--- src/rtl/irq_pkg.sv ---
// Shared types and constants for the interrupt-pending collector.
package irq_pkg;

  typedef enum logic {
    IRQ_IDLE    = 1'b0,
    IRQ_PRESENT = 1'b1
  } irq_state_t;

  localparam int IRQ_WIDTH_DEFAULT = 8;

endpackage

--- src/rtl/priority_encoder.sv ---
// Highest-index-wins priority encoder; valid is high when any input bit is set.
module priority_encoder #(
  parameter int WIDTH = 8,
  parameter int ID_W  = $clog2(WIDTH)
) (
  input  logic [WIDTH-1:0] in,
  output logic [ID_W-1:0]  out,
  output logic             valid
);

  // Ascending scan so the last (highest) set bit overrides lower ones.
  always_comb begin
    out   = '0;
    valid = 1'b0;
    for (int i = 0; i < WIDTH; i++) begin
      if (in[i]) begin
        out   = ID_W'(i);
        valid = 1'b1;
      end
    end
  end

endmodule

--- src/rtl/irq_pending_ctrl.sv ---
// Interrupt-pending collector: edge-detects request lines, latches pending
// bits, masks them into a priority encoder and presents the winner as a
// registered valid/ready transaction. Acknowledge clears the served bit.
module irq_pending_ctrl
  import irq_pkg::*;
#(
  parameter int WIDTH = IRQ_WIDTH_DEFAULT,
  parameter int ID_W  = $clog2(WIDTH)
) (
  input  logic             clk,
  input  logic             rst_n,
  input  logic [WIDTH-1:0] irq_in,
  input  logic [WIDTH-1:0] mask,
  input  logic             clr_all,
  output logic [ID_W-1:0]  irq_id,
  output logic             irq_valid,
  input  logic             irq_ready,
  output logic [WIDTH-1:0] pending
);

  logic [WIDTH-1:0] prev;
  logic [WIDTH-1:0] rise;
  logic [WIDTH-1:0] sel;
  logic [WIDTH-1:0] ack_bit;
  logic [WIDTH-1:0] pending_nxt;
  logic [ID_W-1:0]  enc_id;
  logic             enc_any;
  logic             hs;
  irq_state_t       state;

  assign rise = irq_in & ~prev;
  assign sel  = pending & mask;
  assign hs   = irq_valid & irq_ready;

  // Bit being acknowledged this edge (none without a handshake).
  assign ack_bit = hs ? (WIDTH'(1) << irq_id) : '0;

  // Set from a rise outranks the acknowledge clear on the same bit.
  assign pending_nxt = (pending & ~ack_bit) | rise;

  priority_encoder #(
    .WIDTH (WIDTH),
    .ID_W  (ID_W)
  ) u_enc (
    .in    (sel),
    .out   (enc_id),
    .valid (enc_any)
  );

  // Edge-detect history; keeps tracking during clr_all so held lines stay quiet.
  always_ff @(posedge clk) begin
    if (!rst_n) prev <= '0;
    else        prev <= irq_in;
  end

  // Pending register: clr_all, then set from rise, then clear on acknowledge.
  always_ff @(posedge clk) begin
    if (!rst_n)       pending <= '0;
    else if (clr_all) pending <= '0;
    else              pending <= pending_nxt;
  end

  // Presentation FSM with registered id/valid; a presented id is never retracted.
  always_ff @(posedge clk) begin
    if (!rst_n) begin
      state     <= IRQ_IDLE;
      irq_valid <= 1'b0;
      irq_id    <= '0;
    end else if (clr_all) begin
      state     <= IRQ_IDLE;
      irq_valid <= 1'b0;
    end else begin
      case (state)
        IRQ_IDLE: begin
          if (enc_any) begin
            irq_id    <= enc_id;
            irq_valid <= 1'b1;
            state     <= IRQ_PRESENT;
          end
        end
        IRQ_PRESENT: begin
          if (hs) begin
            irq_valid <= 1'b0;
            state     <= IRQ_IDLE;
          end
        end
        default: begin
          irq_valid <= 1'b0;
          state     <= IRQ_IDLE;
        end
      endcase
    end
  end

endmodule

--- config.mk ---
export PLATFORM = sky130hd
export DESIGN_NAME = irq_pending_ctrl
export DESIGN_NICKNAME = d
export VERILOG_FILES = /design/src/rtl/irq_pkg.sv /design/src/rtl/priority_encoder.sv /design/src/rtl/irq_pending_ctrl.sv
export SDC_FILE = /design/constraint.sdc
export NUM_CORES = 1
export LEC_CHECK = 0
export BUFFER_PORTS_ARGS = -buffer_cell sky130_fd_sc_hd__buf_2
export CORE_MARGIN = 2
export CORE_UTILIZATION = 47
export CTS_BUF_LIST = sky130_fd_sc_hd__clkbuf_16
export DETAILED_ROUTE_END_ITERATION = 7
export GPL_TIMING_DRIVEN = 0
export PLACE_DENSITY = 0.73
export SLEW_MARGIN = 20
export SYNTH_ARGS = -nofsm -noshare
export SYNTH_HDL_FRONTEND = slang
export SYNTH_SLANG_ARGS = --single-unit
--- constraint.sdc ---
create_clock -name clk -period 1.4 [get_ports clk]
set_input_delay 0.21 -clock clk [delete_from_list [all_inputs] [get_ports clk]]
set_output_delay 0.21 -clock clk [all_outputs]
set_load 0.01 [all_outputs]
==> results list <==
- The flow ran to the end, and the final reports show no timing, DRC or antenna violations.
- Measured along the x axis, the die boundary spans about 47 um.
- The number of nets handed over by synthesis was around 110.
* Instance count along the most critical hold path: 2
- Pre-Repair DR Iteration Count: 4
- Entering global routing, the biggest net connects 13 pins.
* Antenna violations before repair: 0
* Final worst path period need: roughly 1.2 ns
- For hold timing, the worst endpoint is prev[5].
- The hold violation total from the final report came to 0.
- The die covers roughly 2200 um2.
- Fraction of final layout cells with drive strength greater than 1: 0.339
- Simple-gate area share of the yosys netlist: 0.251
- PortBufs: 31
* Cell area after placement: around 1100 um2
- Depth of the most critical reg-to-reg path: 4
- Final WL: roughly 1900 um
- Global routing usage on met2: 0.324
* Post-synthesis mux area share: 0
- The clock arrives with ~0.00078 ns of skew.
- Hold repair after CTS inserted 0 buffers.
- Data on the critical path is required at its endpoint by 1.54 ns.
* Final total negative setup slack: 0 ns
* Avg Cell Area, Syn: 9.87 um2
- The largest total area in the synthesized netlist belongs to dfxtp_1.
* Global route overflow: 0
- Max-Slew Margin vs Limit: 0.716
* Reg2Reg Setup Slack: around 0.17 ns
* Clock buffer count from CTS: 3
- Total routing usage reported by global routing: 0.190
- Highest achievable clock rate: about 800 MHz
- CTS H-Tree Depth: 1
- Vias in the first global route: 693
* Net count, final: 145
* Clock latency at the later pin of the worst-skew pair: about 0.25 ns
- Clk sinks: 21
- Setup crit end kind: flip-flop
* Core area: between 1500 and 2000 um2
- In the finished design, the share of the clock period the worst path needs comes to 0.880.
- From synthesis to final layout, the design area changed by 30.3%.
* Placement-stage worst setup slack: between 0.15 and 0.2 ns
- RR Startpoint: pending[2]
- Setup slack closes at 0.169 ns.
* Clock network fraction of total power: 0.407
* Transition time at the pin with the least slew margin: about 0.43 ns
- Fraction of synthesized cell area taken by the top area cell type: 0.479
* Switching component of the power: about 0.33 mW
- Reg2reg end: irq_id[1]
- Of the total synthesized cell area, the portion taken by full adders, half adders and majority gates is 0.
- Gate power share: 0.126
* Diode count: 0
* Die span in y: between 40 and 50 um
- Yosys warning count: 0
- STA classifies the critical path startpoint as a flip-flop.
- RSZ-0062 raised after global routing: no
* Initial Utilization: 0.503
- Data arrival time at the worst-slack endpoint: between 1 and 1.5 ns
- Dividing the detail-routed via count by the number of cells gives about 5.
* Synthesized netlist cell count: 89
- The analysis attributes to cell leakage a power of 0.526 nW.
- Of the total power, the share spent switching nets is 0.228.
- Most used routing layer in global routing: met2
* Combined area of all synthesized cells: 878 um2
- Number of buffers on the longest clock path: 2
* First-pass GRT wire length: about 2900 um
- Drt initial violations: 14
- For this design the top-level I/O count stands at 32.
- In this run the post-CTS setup repair buffer count came out at 0.
- At the end of routability-driven placement, the weighted congestion stood at roughly 0.81.
* DRT antenna net count: 0
- Number of remaining DRC errors: 0
- Cell at the root of the clock tree: clkbuf_16
- The worst setup path is of the reg -> reg kind.
- Reg clk slew, reported paths: around 0.050 ns
- Sequential cell fraction of total power: 0.467
* GR met1 Demand/Resource: 0.239
* Main combinational cell family by area after synthesis: compound AO/OA/AOI/OAI gates
* Clock tree from TritonCTS: yes
- Post-synthesis sequential element count: 21
- HPWL after detailed placement: between 1000 and 1500 um
- Hold Path Origin: irq_in[5]
- Worst Path Max Fanout: 5
* Area of all placed cells without fillers: about 1100 um2
- Final-report setup violation count: 0
- Number of max-cap violations: 0
- The routed layout has about 770 vias.
- After clock tree synthesis, the repair step resized 0 gates.
- The path class of the tightest hold or removal check is in -> reg.
- Max-slew violation count: 0
* Biggest area contributors in the synthesized netlist: dfxtp_1 (48%), nand2b_1 (9.3%), a21oi_1 (6.3%)
* Detailed-route wire length per cell: 12.7 um
- The synthesized-area fraction occupied by ao, oa, aoi and oai cells was 0.258.
- Of the total synthesized cell area, the portion taken by XOR and XNOR cells is 0.
- Count of distinct cell types in the synthesized netlist: 21
* Global routing met3 resource utilization: 0.0346
- For this run, the register share of the synthesized area comes to 0.479.
- In this run the power density over the cells is around 1300 nW/um2.
- Internal power of the cells: between 1 and 1.5 mW
* Number of core rows: 15
- VDD IR max: about 1.1 mV
worst max-delay path: stages, from the launching register on:
cell,delay [ns]
dfxtp_1,0.34
a22oi_2,0.25
nand4_4,0.16
and2_4,0.18
o211a_1,0.20
registers in the layout, indices dropped and copies added, names as in the netlist:
signal,count
prev,8
pending,8
state,1
irq_id,3
irq_valid,1
layer usage:
metal	share of wire	routed length [um]	vias to the layer above
met3	0.047	89	2
met4	0.010	19	0
met5	0	0	-
met2	0.48	902	27
met1	0.47	887	344
li1	-	-	393
cell usage after synthesis:
cell type	n
a211oi_2	1
a21oi_1	11
a22oi_2	2
a22oi_4	2
a31oi_1	1
a32o_1	2
and2_1	8
and2_4	1
clkbuf_1	2
dfxtp_1	21
inv_1	1
nand2_1	8
nand2b_1	13
nand3_1	1
nand3b_1	1
nand4_1	2
nand4_4	1
nor2_1	1
o211a_1	2
o21ai_0	6
o31ai_1	2
worst max-delay path by stage:
stage | from | end | depth (start not counted) | slack (ns)
floorplan | pending[6] | irq_id[1] | 4 | 0.24
global route | pending[2] | irq_id[1] | 4 | 0.13
detailed placement | mask[2] | irq_id[2] | 5 | 0.18
finish | pending[2] | irq_id[1] | 4 | 0.17
global placement | mask[2] | irq_id[2] | 5 | 0.19
CTS | pending[2] | irq_id[2] | 4 | 0.17
cell type report:
type	count	area [um2]
Fill cell	152	601
Multi-Input combinational cell	65	447
Sequential cell	21	420
Timing Repair Buffer	31	155
Clock buffer	3	75.1
Tap cell	25	31.3
Buffer	2	7.51
Clock inverter	1	5.00
Inverter	1	3.75
metrics by stage:
step | hold slack, ns | instances | power, mW | utilization
after global routing | 0.181 | 149 | 1.50 | 0.656
after detailed placement | 0.432 | 145 | 0.859 | 0.610
final | 0.176 | 149 | 1.43 | 0.656
after global placement | 0.429 | 145 | 0.854 | 0.610
after CTS | 0.177 | 149 | 1.45 | 0.656
after floorplan | 0.332 | 89 | 0.779 | -
kinds of logic (layout without fill, tap and decap cells):
family	count (synthesis)	count (layout)
simple gates	36	36
compound gates	29	29
flops	21	21
buf+inv	3	38
power groups by stage:
stage / sequential (mW) / clock, mW / combinational, mW
after CTS: 0.669 / 0.597 / 0.182
after global placement: 0.678 / 0 / 0.177
after floorplan: 0.682 / 0 / 0.0968
after global routing: 0.673 / 0.627 / 0.201
final: 0.669 / 0.584 / 0.181
after detailed placement: 0.679 / 0 / 0.180
cell usage in the layout (no fill, tap or decap), drive strengths merged, types with 2 or more instances in the layout:
cell type,instances
nand2b,13
a21oi,11
o21ai,6
a22oi,4
buf,31
nand2,8
nand4,3
a32o,2
dfxtp,21
and2,9
clkbuf,5
o211a,2
o31ai,2
(Power assumes the default switching activity.)
